--- config.mk ---
export PLATFORM = sky130hd
export DESIGN_NAME = kernel_conv_sequencer
export DESIGN_NICKNAME = d
export VERILOG_FILES = /design/src/rtl/kernel_pkg.sv /design/src/rtl/kernel_coef_regfile.sv /design/src/rtl/kernel_conv_sequencer.sv
export SDC_FILE = /design/constraint.sdc
export NUM_CORES = 1
export LEC_CHECK = 0
export BUFFER_PORTS_ARGS = -buffer_cell sky130_fd_sc_hd__buf_4
export CORE_MARGIN = 3
export CORE_UTILIZATION = 59
export CTS_CLUSTER_DIAMETER = 30
export DETAILED_ROUTE_END_ITERATION = 12
export PLACE_DENSITY = 0.8
export SYNTH_ARGS = -nofsm -noshare
export SYNTH_HDL_FRONTEND = slang
export SYNTH_SLANG_ARGS = --single-unit
--- constraint.sdc ---
create_clock -name clk -period 3.8 [get_ports clk]
set_input_delay 0.38 -clock clk [delete_from_list [all_inputs] [get_ports clk]]
set_output_delay 0.38 -clock clk [all_outputs]
set_load 0.1 [all_outputs]
--- src/rtl/kernel_pkg.sv ---
// Shared types and sizing for the kernel convolution sequencer slice.
`timescale 1ns/1ps
package kernel_pkg;

    localparam int unsigned COEF_W = 8;
    localparam int unsigned IDX_W  = 8;

    typedef enum logic [2:0] {
        S_IDLE,
        S_CLEAR,
        S_WAIT_CLR,
        S_ISSUE,
        S_WAIT_RDY,
        S_DONE
    } seq_state_t;

    function automatic int unsigned KERNEL_N(input int unsigned size);
        return size * size;
    endfunction

endpackage

--- src/rtl/kernel_coef_regfile.sv ---
// Kernel coefficient store: synchronous write, combinational read, async clear.
`timescale 1ns/1ps
module kernel_coef_regfile
    import kernel_pkg::*;
#(
    parameter int unsigned N = 9
) (
    input  logic              clk,
    input  logic              n_rst,
    input  logic              wr_en,
    input  logic [IDX_W-1:0]  wr_addr,
    input  logic [COEF_W-1:0] wr_data,
    input  logic [IDX_W-1:0]  rd_addr,
    output logic [COEF_W-1:0] rd_data
);

    localparam int unsigned AW = (N > 1) ? $clog2(N) : 1;

    // Array is padded to a power of two so the address slice indexes it exactly;
    // entries at N and above are never written and stay zero.
    logic [COEF_W-1:0] coef_q [2**AW];

    always_ff @(posedge clk or negedge n_rst) begin
        if (!n_rst) begin
            for (int unsigned i = 0; i < 2**AW; i++) begin
                coef_q[i] <= '0;
            end
        end else if (wr_en && (wr_addr < IDX_W'(N))) begin
            coef_q[wr_addr[AW-1:0]] <= wr_data;
        end
    end

    assign rd_data = coef_q[rd_addr[AW-1:0]];

endmodule

--- src/rtl/kernel_conv_sequencer.sv ---
// Drives one SIZE x SIZE window through the kernel accumulator per go pulse.
`timescale 1ns/1ps
module kernel_conv_sequencer
    import kernel_pkg::*;
#(
    parameter int unsigned SIZE    = 3,
    parameter int unsigned TIMEOUT = 15
) (
    input  logic              clk,
    input  logic              n_rst,
    input  logic              go,
    input  logic              k_wr_en,
    input  logic [IDX_W-1:0]  k_wr_addr,
    input  logic [COEF_W-1:0] k_wr_data,
    output logic [3:0]        pix_x,
    output logic [3:0]        pix_y,
    input  logic [7:0]        pix_data,
    output logic [COEF_W-1:0] acc_kernel_v,
    output logic [7:0]        acc_pixel_v,
    output logic              acc_clear,
    output logic              acc_start,
    input  logic              acc_ready,
    input  logic              acc_clear_flag,
    input  logic [7:0]        acc_sum,
    output logic              busy,
    output logic [7:0]        result,
    output logic              result_valid,
    output logic              error
);

    localparam int unsigned N  = KERNEL_N(SIZE);
    localparam int unsigned TW = (TIMEOUT > 1) ? $clog2(TIMEOUT) : 1;

    seq_state_t      state_q, state_d;
    logic [3:0]      x_q, x_d;
    logic [3:0]      y_q, y_d;
    logic [TW-1:0]   tmo_q, tmo_d;
    logic [7:0]      result_q, result_d;
    logic [IDX_W-1:0] idx;
    logic            last_elem;
    logic            timed_out;

    assign idx       = IDX_W'(y_q) * IDX_W'(SIZE) + IDX_W'(x_q);
    assign last_elem = (x_q == 4'(SIZE - 1)) && (y_q == 4'(SIZE - 1));
    // tmo_q counts completed waiting cycles, so the TIMEOUT-th waiting cycle errors.
    assign timed_out = (tmo_q == TW'(TIMEOUT - 1));

    kernel_coef_regfile #(
        .N (N)
    ) u_coef (
        .clk     (clk),
        .n_rst   (n_rst),
        .wr_en   (k_wr_en && (state_q == S_IDLE)),
        .wr_addr (k_wr_addr),
        .wr_data (k_wr_data),
        .rd_addr (idx),
        .rd_data (acc_kernel_v)
    );

    always_ff @(posedge clk or negedge n_rst) begin
        if (!n_rst) begin
            state_q  <= S_IDLE;
            x_q      <= '0;
            y_q      <= '0;
            tmo_q    <= '0;
            result_q <= '0;
        end else begin
            state_q  <= state_d;
            x_q      <= x_d;
            y_q      <= y_d;
            tmo_q    <= tmo_d;
            result_q <= result_d;
        end
    end

    always_comb begin
        state_d      = state_q;
        x_d          = x_q;
        y_d          = y_q;
        tmo_d        = tmo_q;
        result_d     = result_q;
        acc_clear    = 1'b0;
        acc_start    = 1'b0;
        result_valid = 1'b0;
        error        = 1'b0;

        unique case (state_q)
            S_IDLE: begin
                if (go) state_d = S_CLEAR;
            end
            S_CLEAR: begin
                acc_clear = 1'b1;
                tmo_d     = '0;
                state_d   = S_WAIT_CLR;
            end
            S_WAIT_CLR: begin
                if (acc_clear_flag) begin
                    x_d     = '0;
                    y_d     = '0;
                    state_d = S_ISSUE;
                end else if (timed_out) begin
                    error   = 1'b1;
                    state_d = S_IDLE;
                end else begin
                    tmo_d = tmo_q + 1'b1;
                end
            end
            S_ISSUE: begin
                acc_start = 1'b1;
                tmo_d     = '0;
                state_d   = S_WAIT_RDY;
            end
            S_WAIT_RDY: begin
                if (acc_ready) begin
                    tmo_d = '0;
                    if (last_elem) begin
                        result_d = acc_sum;
                        state_d  = S_DONE;
                    end else begin
                        // Next element is requested on the ready cycle itself.
                        acc_start = 1'b1;
                        if (x_q == 4'(SIZE - 1)) begin
                            x_d = '0;
                            y_d = y_q + 4'd1;
                        end else begin
                            x_d = x_q + 4'd1;
                        end
                    end
                end else if (timed_out) begin
                    error   = 1'b1;
                    state_d = S_IDLE;
                end else begin
                    tmo_d = tmo_q + 1'b1;
                end
            end
            S_DONE: begin
                result_valid = 1'b1;
                state_d      = S_IDLE;
            end
            default: state_d = S_IDLE;
        endcase
    end

    assign busy        = (state_q != S_IDLE);
    assign pix_x       = x_q;
    assign pix_y       = y_q;
    assign acc_pixel_v = pix_data;
    assign result      = result_q;

endmodule

; Yosys cells after proc, flatten, opt, wreduce, memory -nomap -nowiden
; Index checks and enable logic that the tools add are counted.
[word_totals]
word_cells = 95
out_inout_bits = 37
inputBits = 38
reg_bits = 151
[classes]
n_reduce_logical = 14
n_mux = 34
add_sub_neg = 4
bitwise_logic = 2
mul = 1
eq_ne = 15
magnitude_cmp = 4
[op_table]
columns = operator, n
row1 = bitwise mux 128 bit, 1
row2 = 2-to-1 mux 4 bit, 10
row3 = binary-select mux 8 bit (select 4 bit), 1
row4 = demux 8 bit (select 4 bit), 1
row5 = 2-to-1 mux 8 bit, 3
row6 = one-hot mux 4 bit (2 select lines), 2
row7 = 2-to-1 mux 3 bit, 5
row8 = one-hot mux 3 bit (5 select lines), 1
row9 = "adder 4 x 1 -> 4 bit, second input constant", 3
row10 = "!= test 2 bit, second input constant", 6
row11 = one-hot mux 4 bit (3 select lines), 1
row12 = ">= comparator 5 bit, second input constant", 2
row13 = inverter 4 -> 5 bit, 2
row14 = "equality test 4 x 2 -> 1 bit, second input constant", 2
row15 = "less-than comparator 8 x 4 -> 1 bit, second input constant", 1
row16 = 2-to-1 mux 1 bit, 7
row17 = "equality test 3 x 2 -> 1 bit, second input constant", 2
row18 = "equality test 3 bit, second input constant", 2
row19 = nonzero test 3 bit, 2
row20 = "less-than comparator 5 x 1 -> 1 bit, second input constant", 1
row21 = AND reduction 5 bit, 1
row22 = adder 4 bit, 1
row23 = "equality test 4 bit, second input constant", 1
row24 = logical AND 1 bit, 4
row25 = 10 further kinds, 12

; Depth between registers and ports, before layout
[logic_depth]
depth_word = 6
depth_mapped = 11
ltp_nobuf = 10

; Cells and area by module
; Synthesis repeated with hierarchy kept, for this count alone.
[unflattened]
hier_cells = 509
area_unflattened_um2 = 6941.7
[modules_own_cells]
columns = mod, cells_per_inst, instances, area_per_inst_um2, seq_area_each_um2
row1 = kernel_coef_regfile, 347, 1, 5370.2, 3203.1
row2 = kernel_conv_sequencer, 162, 1, 1571.5, 575.6

; Worst setup path before layout
; No wires, ideal clock.
[synth_timing]
path_type = register to output
from = register y_q[0], in the netlist pix_y[0]
to = output acc_kernel_v[5]
slack_ps = -1226
required_ps = 3420
n_path_buf = 1
path_stages_with_launch = 12
arrival_ps = 4646
path_cell_list = dfrtp_1 inv_1 fa_1 inv_1 ha_1 inv_1 fa_1 xnor2_1 xnor2_1 clkbuf_1 a211oi_1 a21oi_1
[synth_via]
elab_chain_len = 6
[synth_lines]
columns = item, line_no
row1 = start: declaration, kernel_conv_sequencer.sv:36  ; logic [3:0] y_q, y_d;
row2 = start signal: assignment, kernel_conv_sequencer.sv:70  ; y_q <= y_d;
row3 = multiplier 4 x 2 -> 4 bit, kernel_conv_sequencer.sv:43  ; assign idx = IDX_W'(y_q) * IDX_W'(SIZE) + IDX_W'(x_q);
row4 = adder 4 bit, kernel_conv_sequencer.sv:43
row5 = inverter 4 -> 5 bit (implied by the code), kernel_coef_regfile.sv:33  ; assign rd_data = coef_q[rd_addr[AW-1:0]];
row6 = binary-select mux 8 bit (select 4 bit), kernel_coef_regfile.sv:33
row7 = 2-to-1 mux 8 bit (implied by the code) (2 in a row), kernel_coef_regfile.sv:33
row8 = end: declaration, kernel_conv_sequencer.sv:18  ; output logic [COEF_W-1:0] acc_kernel_v,
; No other way between the ends. The select of a mux whose other input is x is not followed.

; Worst setup path in the final report
[layout_timing]
from = register y_q[0], in the netlist pix_y[0]
to = output acc_kernel_v[3]
; The elaborated chain is that of the path after synthesis.

==> reports/metrics.yaml <==
setup_path:
  crit_type: "reg2out"
  cp_max_fo: 8
  endpoint_kind: "output pin"
  slowest_stage: "fa_2"
  cp.required_ns: 3.42
  critPathBufInv: 5
  cp_common_cell: "inv_1"
  cpPeakStageDelay_ns: 0.67
  cp-start-kind: "register"
  crit_chain: "inv_4 -> fa_1 -> inv_1 -> ha_1 -> inv_1 -> fa_2 -> clkbuf_16 -> mux4_2 -> mux2i_2 -> a21oi_4 -> buf_12"
  critPathArrivalTime_ns: 3.34
  cpLargestDelayFamily: "adder cells"
cts:
  clock_latency_ns: 0.42
  clkTransAtPathRegs_ns: 0.06
  htreeDepth: 4
  numCtsBuffers: 17
  cts_sinks: 151
  cts_tree: "built"
  clockRootBuffer: "clkbuf_16"
  clockBufferDepth: 2
drt:
  via_per_inst: 5.78
  antenna_left: 0
  drt-total-wl_mm: 13.6
  drt-initial-drc-count: 232
  vias: 3833
  avgRoutedWirePerCell_microns: 20.6
  drc_errors: 0
  drtPass1Iterations: 4
place:
  place.gp.congestion: 0.829
  dp_hpwl_mm: 8.71
  port_buffers: 58
  pre_cts_ws_ns: 0.325
pwr:
  power_uw: 5180
  cellLeakagePower_uw: 0.00387
  p_per_area_nw_per_um2: 628
  vdd.ir_drop.worst_mv: 0.492
logic_synthesis:
  synth_cell_types: 48
  syn_nets: 552
  syn_area_per_cell_sq_um: 13.7
  synth_warnings: 0
  ys_seq_elements: 151
  syn_area_sq_um: 6870
  ys_seq_area_frac: 0.550
  syn_inst: 501
layout:
  final_util: 0.741
  antennaDiodeCount: 0
  fill_cells: 671
  drive_gt1_frac: 0.495
  fin_nets: 563
  syn_to_final_growth_pct: 20.0
timing:
  worst_pin_slew_ns: 1.01
  rsz0062_at_grt: "yes"
  fin_crit_ns: 3.72
  skew_ns: 0.00729
  layout_worst_path_cycle_share: 0.980
  hold_viol: 0
  final-setup-viol-count: 0
  drv_slew: 0
  fmax_mhz: 269
  relSlewSlack: 0.330
  finalWorstSetupSlack_ns: 0.0769
  setup_tns_ns: 0
status:
  status: "completed"
global_route:
  grt_max_degree: 116
  met3_usage: 0.0637
  grt_pass1_wl_mm: 22.4
  first_global_vias: 4200
  grtUsageMet2: 0.355
  gr-total-overflow: 0
  antenna_found_initial: 0
  grt_use_total: 0.228
  busiest_layer: "met2"
  met1_usage: 0.313
die:
  die_area_sq_um: 13000
  rows: 38
  die_w_microns: 114
  pin_count: 75
  die_h_microns: 114
  core_area_sq_um: 11100
  initial_core_util: 0.617
job:
  cap_violations: 0
min_path:
  hold_path.class: "in2async"
## worst reg2reg max path, cell delays in order, from the launching register on
cell,delay (ns)
dfrtp_1,0.45
inv_1,0.09
ha_1,0.16
or3b_2,0.48
nor2_1,0.19
nand3_1,0.36
mux2_2,0.40
## flip-flops by register name, summed over array words and instances (netlist names)
register	flops
pix_x	4
pix_y	4
result	8
state_q	3
tmo_q	4
u_coef.coef_q	128
## per-stage QoR
step           area, sq um  std cells  hold slack (ns)
6_report              8240        663           0.0763
5_1_grt               8240        663            0.170
4_1_cts               8060        657            0.142
3_5_place_dp          7330        626            0.362
3_3_place_gp          7330        626            0.360
2_1_floorplan         6970        501           0.0844
## what timing repair did
action                                  CTS  global route
setup buffers                             1             4
gates resized for setup                  18            20
gates cloned                              0             2
pin swaps                                 1             4
hold buffers                              0             0
endpoints found under the setup margin    8             8
## power by group
group	internal, uW	switching [uW]
combinational	609	1000
clock	1160	636
sequential	1680	90.3
total	3450	1730
## layout make-up
type	instances	area (sq um)	share of cell area
inverter	13	51.3	0.00622
clock inverter	7	141	0.0172
multi-input combinational	256	2910	0.352
timing repair buffer	73	692	0.0839
sequential	151	3790	0.460
tap	140	175	0.0213
clock buffer	23	488	0.0592
## per-layer routing
layer  wire [microns]  up-vias
met2             6730       74
met4              173        0
met3              645       20
met5                0        -
li1                 -     1766
met1             6080     1973
## cell usage after synthesis (all sizes together)
master | count | area, sq um
a211oi | 8 | 60.1
a21boi | 1 | 7.51
a21o | 1 | 7.51
a21oi | 13 | 65.1
a221oi | 1 | 8.76
a2bb2oi | 1 | 8.76
a31o | 1 | 8.76
a41oi | 1 | 8.76
and2 | 1 | 6.26
and3 | 2 | 12.5
and4bb | 1 | 12.5
buf | 19 | 116
clkbuf | 62 | 233
dfrtp | 151 | 3780
fa | 3 | 60.1
ha | 10 | 125
inv | 13 | 48.8
mux2 | 82 | 923
mux2i | 9 | 90.1
mux4 | 32 | 721
nand2 | 8 | 30.0
nand2b | 3 | 18.8
nand3 | 7 | 35.0
nand3b | 1 | 7.51
nand4 | 1 | 6.26
nand4b | 1 | 8.76
nor2 | 18 | 77.6
nor2b | 13 | 81.3
nor3 | 3 | 37.5
nor3b | 5 | 42.5
nor4 | 1 | 21.3
nor4b | 1 | 15.0
o21ai | 10 | 50.1
o21bai | 1 | 7.51
o22a | 1 | 8.76
o22ai | 1 | 6.26
o2bb2ai | 1 | 8.76
o31ai | 3 | 22.5
or3 | 2 | 12.5
or3b | 1 | 8.76
or4 | 3 | 22.5
xnor2 | 3 | 26.3
xor2 | 1 | 8.76
## cell families (layout without fill, tap and decap cells)
| logic type | Yosys count | in the layout | synth area share |
|---|---|---|---|
| fa+ha+maj | 13 | 13 | 0.0270 |
| xor+xnor | 4 | 4 | 0.00510 |
| mux | 123 | 123 | 0.253 |
| compound gates | 44 | 44 | 0.0406 |
| flops | 151 | 151 | 0.550 |
| buf+inv | 94 | 116 | 0.0579 |
| simple gates | 72 | 72 | 0.0665 |
## cells in the final DEF, fill, tap and decap left out, types with 3 or more instances in the layout
cell	n
a211oi_2	6
a21oi_1	5
a21oi_4	8
buf_12	6
buf_4	57
buf_6	7
bufinv_16	4
clkbuf_16	19
clkbuf_8	4
dfrtp_1	146
dfrtp_2	3
ha_1	9
inv_1	11
mux2_2	82
mux2i_4	6
mux4_2	32
nand2_1	8
nand2b_1	3
nand3_1	7
nor2_1	14
nor2_2	4
nor2b_1	13
nor3b_1	4
o21ai_0	9
o31ai_1	3
or4_1	3
## path summary, 6_finish.rpt
check                                        from                end  slack (ns)  cells past startpoint
worst max-delay path                     pix_y[0]    acc_kernel_v[3]        0.08                     11
worst min-delay path                        n_rst  u_coef.coef_q[86]        0.08                      1
worst max register to register           pix_x[0]          result[5]        1.56                      6
worst min register to register  u_coef.coef_q[34]  u_coef.coef_q[34]        0.37                      0
max in group asynchronous                   n_rst           pix_x[1]        2.84                      2
min in group clk                       acc_sum[4]          result[4]        0.19                      2
(Power assumes the default switching activity.)
